`src/rtl/zsw_debounce.sv`:
```
// Push-button debouncer: 2-flop sync, STABLE_CYCLES qualify window, single-cycle press/release events.
// Pulses and level register STABLE_CYCLES+2 edges after the pad settles; no backpressure; ZSW_LONGPRESS_EN adds oSwLong.
module zsw_debounce #(
  parameter int STABLE_CYCLES = 500000,
  parameter int LONG_CYCLES   = 50000000,
  parameter int ACTIVE_LOW    = 1
) (
  input  logic iClk,
  input  logic iRst,
  input  logic iSwRaw,
  output logic oSwLevel,
  output logic oSwDown,
  output logic oSwUp,
  output logic oSwLong
);

  localparam int CW = $clog2(STABLE_CYCLES) + 1;
  localparam logic [CW-1:0] CNT_LAST = CW'(STABLE_CYCLES - 1);
  localparam logic PAD_IDLE = (ACTIVE_LOW != 0);

  typedef enum logic [1:0] {RELEASED, PRESS_WAIT, PRESSED, RELEASE_WAIT} stateT;

  logic syncMeta, syncPad, swSync;
  stateT state, stateNxt;
  logic [CW-1:0] cnt, cntNxt;
  logic levelNxt, downNxt, upNxt;

  // Reset to the idle pad level so reset itself never looks like an edge.
  always_ff @(posedge iClk) begin
    if (iRst) begin
      syncMeta <= PAD_IDLE;
      syncPad  <= PAD_IDLE;
    end else begin
      syncMeta <= iSwRaw;
      syncPad  <= syncMeta;
    end
  end

  assign swSync = (ACTIVE_LOW != 0) ? ~syncPad : syncPad;

  always_ff @(posedge iClk) begin
    if (iRst) begin
      state    <= RELEASED;
      cnt      <= '0;
      oSwLevel <= 1'b0;
      oSwDown  <= 1'b0;
      oSwUp    <= 1'b0;
    end else begin
      state    <= stateNxt;
      cnt      <= cntNxt;
      oSwLevel <= levelNxt;
      oSwDown  <= downNxt;
      oSwUp    <= upNxt;
    end
  end

  always_comb begin
    stateNxt = state;
    cntNxt   = cnt;
    levelNxt = oSwLevel;
    downNxt  = 1'b0;
    upNxt    = 1'b0;
    case (state)
      RELEASED: begin
        if (swSync) begin
          stateNxt = PRESS_WAIT;
          cntNxt   = CW'(1);
        end
      end
      PRESS_WAIT: begin
        if (!swSync) begin
          stateNxt = RELEASED;
          cntNxt   = '0;
        end else if (cnt == CNT_LAST) begin
          stateNxt = PRESSED;
          cntNxt   = '0;
          levelNxt = 1'b1;
          downNxt  = 1'b1;
        end else begin
          cntNxt = cnt + CW'(1);
        end
      end
      PRESSED: begin
        if (!swSync) begin
          stateNxt = RELEASE_WAIT;
          cntNxt   = CW'(1);
        end
      end
      RELEASE_WAIT: begin
        if (swSync) begin
          stateNxt = PRESSED;
          cntNxt   = '0;
        end else if (cnt == CNT_LAST) begin
          stateNxt = RELEASED;
          cntNxt   = '0;
          levelNxt = 1'b0;
          upNxt    = 1'b1;
        end else begin
          cntNxt = cnt + CW'(1);
        end
      end
      default: begin
        stateNxt = RELEASED;
        cntNxt   = '0;
      end
    endcase
  end

`ifdef ZSW_LONGPRESS_EN
  localparam int LW = $clog2(LONG_CYCLES) + 1;
  localparam logic [LW-1:0] LONG_LAST = LW'(LONG_CYCLES - 1);
  localparam logic [LW-1:0] LONG_SAT  = LW'(LONG_CYCLES);

  logic [LW-1:0] longCnt, longCntNxt;
  logic longNxt;

  // Keeps counting through RELEASE_WAIT so a release bounce does not restart the hold time.
  always_comb begin
    longCntNxt = '0;
    longNxt    = 1'b0;
    if (state == PRESSED || state == RELEASE_WAIT) begin
      longCntNxt = (longCnt == LONG_SAT) ? longCnt : longCnt + LW'(1);
      longNxt    = (longCnt == LONG_LAST);
    end
  end

  always_ff @(posedge iClk) begin
    if (iRst) begin
      longCnt <= '0;
      oSwLong <= 1'b0;
    end else begin
      longCnt <= longCntNxt;
      oSwLong <= longNxt;
    end
  end
`else
  assign oSwLong = 1'b0;
`endif

endmodule

```
`config.mk`:
```
export PLATFORM = sky130hd
export DESIGN_NAME = zsw_debounce
export DESIGN_NICKNAME = d
export VERILOG_FILES = /design/src/rtl/zsw_debounce.sv
export SDC_FILE = /design/constraint.sdc
export NUM_CORES = 1
export LEC_CHECK = 0
export ABC_AREA = 1
export CAP_MARGIN = 20
export CORE_MARGIN = 5
export CORE_UTILIZATION = 48
export CTS_BUF_LIST = sky130_fd_sc_hd__clkbuf_16
export CTS_CLUSTER_SIZE = 30
export DETAILED_ROUTE_END_ITERATION = 8
export GPL_ROUTABILITY_DRIVEN = 0
export HOLD_SLACK_MARGIN = 0.12
export PLACE_DENSITY = 0.72
export RECOVER_POWER = 100
export SLEW_MARGIN = 40
export SYNTH_ARGS = -nofsm -noshare
export SYNTH_HDL_FRONTEND = slang
export SYNTH_SLANG_ARGS = --single-unit
export TNS_END_PERCENT = 30
```
`constraint.sdc`:
```
create_clock -name iClk -period 1.4 [get_ports iClk]
set_input_delay 0.35 -clock iClk [delete_from_list [all_inputs] [get_ports iClk]]
set_output_delay 0.35 -clock iClk [all_outputs]
set_load 0.02 [all_outputs]
```
==> metrics, run 1 <==
status=finished with violations; violations in the final reports=setup timing; crit path capture=cnt[6]$_SDFFE_PP0P_; mux cell area share after synthesis=0%; number of buffers added on ports=5; Synth Area in Compound Gates=between 10% and 20%; Root Driver=clkbuf_16; commonest non-fill, non-tap cell in the layout=nand2_1; Critical Path Source Type=register; drt first-iter violations=just under 70; GRT Total Usage=17.5%; CP arrival=~1600 ps; hpwl dp=around 2.3 mm; Final nets=between 200 and 300; DR vias=1472; kind of critical path=reg -> reg; CTS sink cnt=27; Yosys cell types=32; largest family of logic cells by synthesized area=simple AND/OR/NAND/NOR gates; DP Area=about 0.0018 mm2; drt total wl=3.58 mm; worst setup margin=-4.82 ps; Critical Path Start=cnt[1]$_SDFFE_PP0P_; Design Area, Final=a little under 0.002 mm2; hold_buf cts=0; Die ar.=between 0.004 and 0.005 mm2; post-route minimum period=1400 ps; Filler Cell Count=265; core area=approximately 0.0031 mm2; met2 capacity usage during global routing=28.6%; sequential cell area fraction in the yosys report=between 30% and 40%; final setup vio count=1; worst skew pair latency=~260 ps; drt wl/cell=~12 um; R2R Path Start=cnt[1]$_SDFFE_PP0P_; pwr dens=around 850 mW/mm2; met1 global-route usage=between 20 and 25%; TritonCTS clock tree=yes; Post-route DRC=0; total power=about 1.7 mW; max-cap violations=0; XOR/XNOR Fraction of Synth Area=under 10%; first-pass GRT wire length=approximately 6 mm; Vias per Instance=approximately 5.0; Final Max Slew Viols=0; Post-Syn Area per Cell=around 6.9 um2; Post-Layout Cell Count=~290; Worst Skew=2.78 ps; row count=20; Die Y-Extent=between 60 and 70 um; Most Frequent Cell on Critical Path=nand2_4; largest net degree at the start of global routing=19; maximum clock frequency=between 0.7 and 0.8 GHz; Max Buffers Root-to-Sink=2; Reg2Reg Setup Slack=-5 ps; yosys warns=0; most frequent cells in the layout=54 x nand2_1, 24 x dfxtp_1, 21 x nor2_1; Fin. Hold Viols=0; Cells after Synth=226; P_leak=about 0.76 nW; Max VDD drop=approximately 0.66 mV; Most Crowded Layer GR=met2; Worst-path clk slew=~60 ps; Cells after DPL=284; Hold Crit Class=reg -> reg; layout cells sized above 1=31.0%; drt pass-1 iters=6; Initial Utilization=50.7%; Reg-to-Reg End=cnt[6]$_SDFFE_PP0P_; adder-cell share of the synthesized area=less than 1%; num ports=7; R2R depth=10; post-route ant nets=0; Overflow after GRT=0; initial antenna violation count=0; area delta synth->final=25.4%; Slowest-stage cell, CP=dfxtp_2; met3 usage=between 2 and 3%; flops & latches, synth=27; simple-gate share of the synthesized area=37.8%; post-synth net total=230; mapped cell area=approximately 0.0016 mm2; CTS Buf Count=3; crit end category=register; CP peak stage delay=between 300 and 400 ps; RSZ-0062 raised after global routing=yes; H-Tree Depth=1; die width=67.0 um; number of global-route vias before repair=between 1000 and 1500; post-route clock period utilization=100%; Diodes inserted=0; WP data required=between 1500 and 2000 ps; CP cell instances=ha_4, nand2_4, clkinv_4, nand2_4, nor2_4, nand3_4, nand2_8, clkinv_8, nand2_1, a21oi_1; Max FO, Critical Path=8
## per-layer routing
metal	vias up	wire length, um
met3	9	141
met4	0	100
met1	660	1610
met2	36	1740
li1	767	-
met5	-	0
## worst max-delay path: cells and delay by family, from the launching register on
family / cells / cell delay (ps)
fa+ha+maj: 1 / 150
compound gates: 1 / 60
buf+inv: 2 / 160
flops: 1 / 350
simple gates: 6 / 560
## cells by family after synthesis
family	after synthesis
compound gates	38
xor+xnor	2
fa+ha+maj	1
buf+inv	29
flops	27
other cells	1
simple gates	128
## Yosys cell counts
library cell / count / share of area [%]
inv_2: 1 / 0.24
clkbuf_1: 1 / 0.24
nor3_1: 2 / 0.64
dfxtp_1: 27 / 35
a21o_1: 2 / 0.96
o21ai_0: 11 / 3.5
xor2_1: 2 / 1.1
buf_12: 1 / 1.3
buf_6: 1 / 0.72
nand2_1: 58 / 14
ha_1: 1 / 0.80
inv_1: 19 / 4.6
nand4_1: 4 / 1.6
inv_6: 1 / 0.56
nand3_2: 1 / 0.64
a41oi_1: 1 / 0.56
a21oi_1: 13 / 4.2
nand2_4: 1 / 0.72
o21ai_4: 1 / 1.0
nand3_1: 14 / 4.5
clkinv_2: 1 / 0.32
a21oi_2: 10 / 5.6
nand2_2: 16 / 6.4
nor2_2: 2 / 0.80
nor2_4: 1 / 0.72
or2_4: 1 / 0.56
buf_4: 2 / 0.96
or2_2: 2 / 0.80
conb_1: 1 / 0.24
nor2_1: 25 / 6.0
and3_1: 1 / 0.40
buf_2: 2 / 0.64
## layout make-up
class,count,area (um2),area share [%]
multi-input combinational,170,971,49.6
sequential,27,544,27.8
timing repair buffer,24,199,10.2
inverter,22,100,5.12
clock buffer,3,75.1,3.84
tap,44,55.1,2.81
timing repair inverter,1,8.76,0.448
clock inverter,1,3.75,0.192
## stage by stage
step	TNS, ps	hold slack (ps)	util [%]	setup slack [ps]
final	-4.82	413	63.6	-4.82
after global routing	-999	430	63.6	-100
after CTS	0	417	59.8	4.33
after detailed placement	-129	397	57.3	-30.9
after global placement	-4.11	397	57.3	-4.11
after floorplan	-10.5	389	-	-3.56
## what timing repair did
item,4_1_cts,5_1_grt
setup buffers,0,3
pin swaps,2,1
endpoints found under the setup margin,21,21
cloned,0,1
gates resized for setup,5,24
## state kept, by name, indices dropped and copies added, names as in the netlist, named ones only
name / count
syncMeta: 1
state: 1
oSwDown: 1
oSwLevel: 1
oSwUp: 1
syncPad: 1
cnt: 20
## where the power goes
part / switching, mW / total (mW) / internal [mW]
registers: 0.0129 / 0.799 / 0.786
clock network: 0.261 / 0.644 / 0.383
logic: 0.134 / 0.221 / 0.0875
total: 0.408 / 1.66 / 1.26
## worst min path at each step
stage	startpoint	end	slack, ps	cells past startpoint
2_1_floorplan	syncMeta$_SDFF_PP1_	syncPad$_SDFF_PP1_	390	1
3_3_place_gp	syncMeta$_SDFF_PP1_	syncPad$_SDFF_PP1_	400	1
3_5_place_dp	syncMeta$_SDFF_PP1_	syncPad$_SDFF_PP1_	400	1
4_1_cts	syncMeta$_SDFF_PP1_	syncPad$_SDFF_PP1_	420	1
5_1_grt	syncMeta$_SDFF_PP1_	syncPad$_SDFF_PP1_	430	1
6_report	syncMeta$_SDFF_PP1_	syncPad$_SDFF_PP1_	410	1
Note: power is estimated with default switching activity, not from simulation.
==> run 2: changes to the inputs <==
--- a/config.mk
+++ b/config.mk
@@ -14,7 +14,7 @@
 export DETAILED_ROUTE_END_ITERATION = 8
 export GPL_ROUTABILITY_DRIVEN = 0
 export HOLD_SLACK_MARGIN = 0.12
-export PLACE_DENSITY = 0.72
+export PLACE_DENSITY = 0.7
 export RECOVER_POWER = 100
 export SLEW_MARGIN = 40
 export SYNTH_ARGS = -nofsm -noshare
==> constraint.sdc (replaced) <==
create_clock -name iClk -period 1.68 [get_ports iClk]
set_input_delay 0.42 -clock iClk [delete_from_list [all_inputs] [get_ports iClk]]
set_output_delay 0.42 -clock iClk [all_outputs]
set_load 0.02 [all_outputs]
==> metrics, run 2 (same netlist as run 1, synthesis figures left out) <==
maximum clock frequency=roughly 0.62 GHz; register area=542 um2 (was 544 um2); Worst Skew=3.08 ps (was 2.78 ps); first-pass GRT wire length=5.80 mm (was 6.02 mm); CP peak stage delay=610 ps (was 350 ps); cell count of the worst hold path=1 (unchanged); H-Tree Depth=1 (unchanged); post-route ant nets=0 (unchanged); worst skew pair latency=260 ps (about the same); Cells after DPL=272 (was 284); commonest non-fill, non-tap cell in the layout=nand2_1 (unchanged); WP data required=1260 ps (was 1540 ps); crit path capture=oSwLevel (was cnt[6]$_SDFFE_PP0P_); area delta synth->final=11.3% (was 25.4%); Top reg by flops=cnt (unchanged); drt wl/cell=10.9 um (was 12.3 um); CTS Buf Count=3 (unchanged); kind of critical path=reg -> out (was reg -> reg); num ports=7 (unchanged); die width=67.0 um (unchanged); Filler Cell Count=317 (was 265); initial antenna violation count=0 (unchanged); Setup WS pre-CTS=113 ps (was -30.9 ps); crit path buf inv count=1 (was 2); Crit. path cell count=1 (was 10); R2R depth=10 (unchanged); GRT Total Usage=16.5% (was 17.5%); hpwl dp=2.20 mm (was 2.35 mm); Initial Utilization=50.7% (unchanged); Die Y-Extent=67.0 um (unchanged); Vias per Instance=4.87 (was 5.04); drt total wl=3.03 mm (was 3.58 mm); Critical Path Start=oSwLevel$_SDFFE_PP0P_ (was cnt[1]$_SDFFE_PP0P_); post-route clock period utilization=about 96%; Hold WS=407 ps (was 413 ps); Post-Layout Cell Count=278 (was 292); max-cap violations=0 (unchanged); TritonCTS clock tree=yes (unchanged); area of the multi-input gates=856 um2 (was 971 um2); Post-route DRC=0 (unchanged); CP delay by family, top=buffers and inverters (was simple AND/OR/NAND/NOR gates); Root Driver=clkbuf_16 (unchanged); most frequent cells in the layout=64 x nand2_1, 26 x dfxtp_1, 25 x nor2_1 (was 54 x nand2_1, 24 x dfxtp_1, 21 x nor2_1); CP arrival=1200 ps (was 1550 ps); drt first-iter violations=72 (was 68); core area=0.00308 mm2 (unchanged); final setup vio count=0 (was 1); Max Buffers Root-to-Sink=2 (unchanged); DR vias=1353 (was 1472); CP cell instances=clkdlybuf4s50_1 (was ha_4, nand2_4, clkinv_4, nand2_4, nor2_4, nand3_4, nand2_8, clkinv_8, nand2_1, a21oi_1); Die ar.=0.00449 mm2 (unchanged); Worst-path clk slew=60 ps (about the same); RSZ-0062 raised after global routing=no (was yes); Slowest-stage cell, CP=clkdlybuf4s50_1 (was dfxtp_2); R2R Path Start=cnt[1]$_SDFFE_PP0P_ (unchanged); hold_buf cts=0 (unchanged); final core occ=56.4% (was 63.6%); status=complete, no violations (was finished with violations); Final nets=239 (was 253); layout cells sized above 1=17.5% (was 31.0%); Reg-to-Reg End=cnt[2]$_SDFFE_PP0P_ (was cnt[6]$_SDFFE_PP0P_); Overflow after GRT=0 (unchanged); Max FO, Critical Path=2 (was 8); row count=20 (unchanged); post-route minimum period=roughly 1600 ps; CTS sink cnt=27 (unchanged); worst setup margin=63.5 ps (was -4.82 ps); Diodes inserted=0 (unchanged); pwr dens=779 mW/mm2 (was 851 mW/mm2); Final Max Slew Viols=0 (unchanged); P_leak=0.614 nW (was 0.758 nW); Sum Neg Setup Slack=0 ps (was -4.82 ps); Critical Path Source Type=register (unchanged); Reg2Reg Setup Slack=160 ps (was -5 ps); drt pass-1 iters=4 (was 6); Max VDD drop=0.389 mV (was 0.664 mV); number of buffers added on ports=5 (unchanged); largest net degree at the start of global routing=19 (unchanged); crit end category=output port (was register); number of global-route vias before repair=1352 (was 1390); max reg flops=20 (unchanged); Fin. Hold Viols=0 (unchanged); Hold Crit Class=reg -> reg (unchanged)
## run 2: cell types whose count changed in the layout (fill, tap and decap cells not counted), sizes merged
cell,delta
buf,-15
dlygate4sd2,-3
clkbuf,+2
clkdlybuf4s50,+2
clkinv,-1
dlygate4sd3,+1
## run 2: layout make-up
type                    instances  share of cell area [%]
clock inverters                 1                   0.216
repair buffers                 11                    6.70
multi-input cells             170                    49.3
inverters                      22                    5.12
clock buffers                   3                    4.32
flip-flops and latches         27                    31.2
well taps                      44                    3.17
## run 2: worst min-delay path by stage
stage,endpoint,start,slack (ps)
after floorplan,syncPad$_SDFF_PP1_,syncMeta$_SDFF_PP1_,390
after global routing,syncPad$_SDFF_PP1_,syncMeta$_SDFF_PP1_,440
after detailed placement,syncPad$_SDFF_PP1_,syncMeta$_SDFF_PP1_,390
after global placement,syncPad$_SDFF_PP1_,syncMeta$_SDFF_PP1_,390
final,syncPad$_SDFF_PP1_,syncMeta$_SDFF_PP1_,410
after CTS,syncPad$_SDFF_PP1_,syncMeta$_SDFF_PP1_,410
## run 2: worst reg2reg max path: stages (launching register included)
cell and delay, ps:
dfxtp_1 370, ha_1 200, nand2_2 80, clkinv_2 70, nand2_2 50, nor2_1 120, nand3_2 140, nand2_4 150
nor2_1 50, o21ai_0 140, inv_1 50
## run 2: timing repair
action                                  4_1_cts  5_1_grt
setup buffers                                 0        2
gates resized for setup                       0        1
endpoints found under the setup margin        0       11
## run 2: per-stage QoR
| step | area, um2 | power (mW) |
|---|---|---|
| 2_1_floorplan | 1560 | 0.787 |
| 4_1_cts | 1740 | 1.37 |
| 6_report | 1740 | 1.35 |
| 3_5_place_dp | 1660 | 0.838 |
| 5_1_grt | 1740 | 1.42 |
| 3_3_place_gp | 1660 | 0.839 |
## run 2: power breakdown
part / leakage, nW / internal, mW / switching, mW
logic: 0.353 / 0.0582 / 0.0916
registers: 0.219 / 0.655 / 0.0166
clock network: 0.0423 / 0.319 / 0.213
## run 2: routing by layer
layer,track usage (%),up-vias,routed length [um]
li1,-,741,-
met1,21.7,590,1590
met2,26.9,17,1320
met3,3.04,5,74
met4,5.32,0,47
met5,0,-,0
==> run 3: changes to the inputs <==
--- a/config.mk
+++ b/config.mk
@@ -8,14 +8,14 @@
 export ABC_AREA = 1
 export CAP_MARGIN = 20
 export CORE_MARGIN = 5
-export CORE_UTILIZATION = 48
+export CORE_UTILIZATION = 50
 export CTS_BUF_LIST = sky130_fd_sc_hd__clkbuf_16
 export CTS_CLUSTER_SIZE = 30
 export DETAILED_ROUTE_END_ITERATION = 8
 export GPL_ROUTABILITY_DRIVEN = 0
 export HOLD_SLACK_MARGIN = 0.12
-export PLACE_DENSITY = 0.7
-export RECOVER_POWER = 100
+export PLACE_DENSITY = 0.72
+export RECOVER_POWER = 50
 export SLEW_MARGIN = 40
 export SYNTH_ARGS = -nofsm -noshare
 export SYNTH_HDL_FRONTEND = slang
==> metrics, run 3 (same netlist as run 1, synthesis figures left out) <==
M1 WL=1.49 mm (was 1.59 mm); CTS Buf Count=3 (unchanged); met2 routed WL=1.39 mm (was 1.32 mm); Diodes inserted=0 (unchanged); TritonCTS clock tree=yes (unchanged); commonest non-fill, non-tap cell in the layout=nand2_1 (unchanged); routed wl met3=94 um (was 74 um); num ports=7 (unchanged); drt wl/cell=10.9 um (about the same); DR vias=1382 (was 1353); RSZ-0062 raised after global routing=no (unchanged); Max VDD drop=0.535 mV (was 0.389 mV); Hold Crit Class=reg -> reg (unchanged); GRT Total Usage=16.2% (was 16.5%); maximum clock frequency=0.617 GHz (was 0.619 GHz); CP delay by family, top=buffers and inverters (unchanged); post-route clock period utilization=96.4% (was 96.2%); Top Metal Used=met4 (unchanged); worst skew pair latency=260 ps (about the same); largest net degree at the start of global routing=19 (unchanged); Fin. Hold Viols=0 (unchanged); drt total wl=3.01 mm (was 3.03 mm); core area=0.00303 mm2 (was 0.00308 mm2); Hold WS=417 ps (was 407 ps); Worst Skew=2.74 ps (was 3.08 ps); Sum Neg Setup Slack=0 ps (unchanged); Overflow after GRT=0 (unchanged); Die Y-Extent=65.9 um (was 67.0 um); CP cell instances=clkdlybuf4s50_1 (unchanged); Critical Path Source Type=register (unchanged); post-route ant nets=0 (unchanged); Top reg by flops=cnt (unchanged); P_leak=0.607 nW (was 0.614 nW); max reg flops=20 (unchanged); Filler Cell Count=289 (was 317); Max FO, Critical Path=2 (unchanged); Post-Layout Cell Count=277 (was 278); Vias per Instance=4.99 (was 4.87); post-route minimum period=1620 ps (about the same); Slowest-stage cell, CP=clkdlybuf4s50_1 (unchanged); crit end category=output port (unchanged); layout cells sized above 1=18.9% (was 17.5%); crit path buf inv count=1 (unchanged); number of global-route vias before repair=1341 (was 1352); CTS sink cnt=27 (unchanged); row count=20 (unchanged); Post-route DRC=0 (unchanged); drt first-iter violations=59 (was 72); total power=1.36 mW (was 1.35 mW); kind of critical path=reg -> out (unchanged); area delta synth->final=11.5% (was 11.3%); H-Tree Depth=1 (unchanged); Worst-path clk slew=70 ps (was 60 ps); first-pass GRT wire length=5.60 mm (was 5.80 mm); die width=65.9 um (was 67.0 um); most frequent cells in the layout=62 x nand2_1, 25 x nor2_1, 25 x dfxtp_1 (was 64 x nand2_1, 26 x dfxtp_1, 25 x nor2_1); hpwl dp=2.14 mm (was 2.20 mm); Final nets=238 (was 239); WP data required=1260 ps (about the same); number of buffers added on ports=5 (unchanged); Root Driver=clkbuf_16 (unchanged); Die ar.=0.00434 mm2 (was 0.00449 mm2); Max Buffers Root-to-Sink=2 (unchanged); CP peak stage delay=610 ps (about the same); Cells after DPL=272 (unchanged); max-cap violations=0 (unchanged); Final Max Slew Viols=0 (unchanged); CP arrival=1200 ps (about the same); final setup vio count=0 (unchanged); Initial Utilization=51.5% (was 50.7%); drt pass-1 iters=4 (unchanged); pwr dens=785 mW/mm2 (was 779 mW/mm2); initial antenna violation count=0 (unchanged); status=complete, no violations (unchanged)
run 3: what timing repair did:
item                                    4_1_cts  5_1_grt
setup buffers                                 0        1
gates resized for setup                       0        3
hold buffers                                  0        0
endpoints found under the setup margin        0        7
run 3: through the flow:
stage                     area, um2  utilization, %  worst slack, ps
after floorplan                1560               -              207
after detailed placement       1660            54.8              119
final                          1740            57.4             59.9
after global placement         1660            54.8              144
after CTS                      1740            57.5             52.7
after global routing           1740            57.4             12.0
run 3: final cells by class:
cell class                      count  area (um2)  share of cell area (%)
Multi-Input combinational cell    170         863                    49.6
Sequential cell                    27         543                    31.2
Timing Repair Buffer               10         109                    6.26
Inverter                           22        88.8                    5.11
Clock buffer                        3        75.1                    4.32
Tap cell                           44        55.1                    3.17
Clock inverter                      1        5.00                   0.288
run 3: worst paths after layout:
kind / start / endpoint / slack, ps / cells past startpoint
setup / recovery: oSwLevel$_SDFFE_PP0P_ / oSwLevel / 60 / 1
hold / removal: syncMeta$_SDFF_PP1_ / syncPad$_SDFF_PP1_ / 420 / 1
setup reg to reg: cnt[0]$_SDFFE_PP0P_ / cnt[1]$_SDFFE_PP0P_ / 130 / 10
hold reg to reg: syncMeta$_SDFF_PP1_ / syncPad$_SDFF_PP1_ / 420 / 1
run 3: power breakdown:
part	internal [mW]	switching [mW]
clock network	0.321	0.223
registers	0.655	0.0154
logic	0.0581	0.0919
run 3: layer usage:
metal | up-vias | track usage, %
met2 | 26 | 27.0
li1 | 737 | -
met4 | 0 | 6.48
met3 | 4 | 2.04
met5 | - | 0
met1 | 615 | 20.9
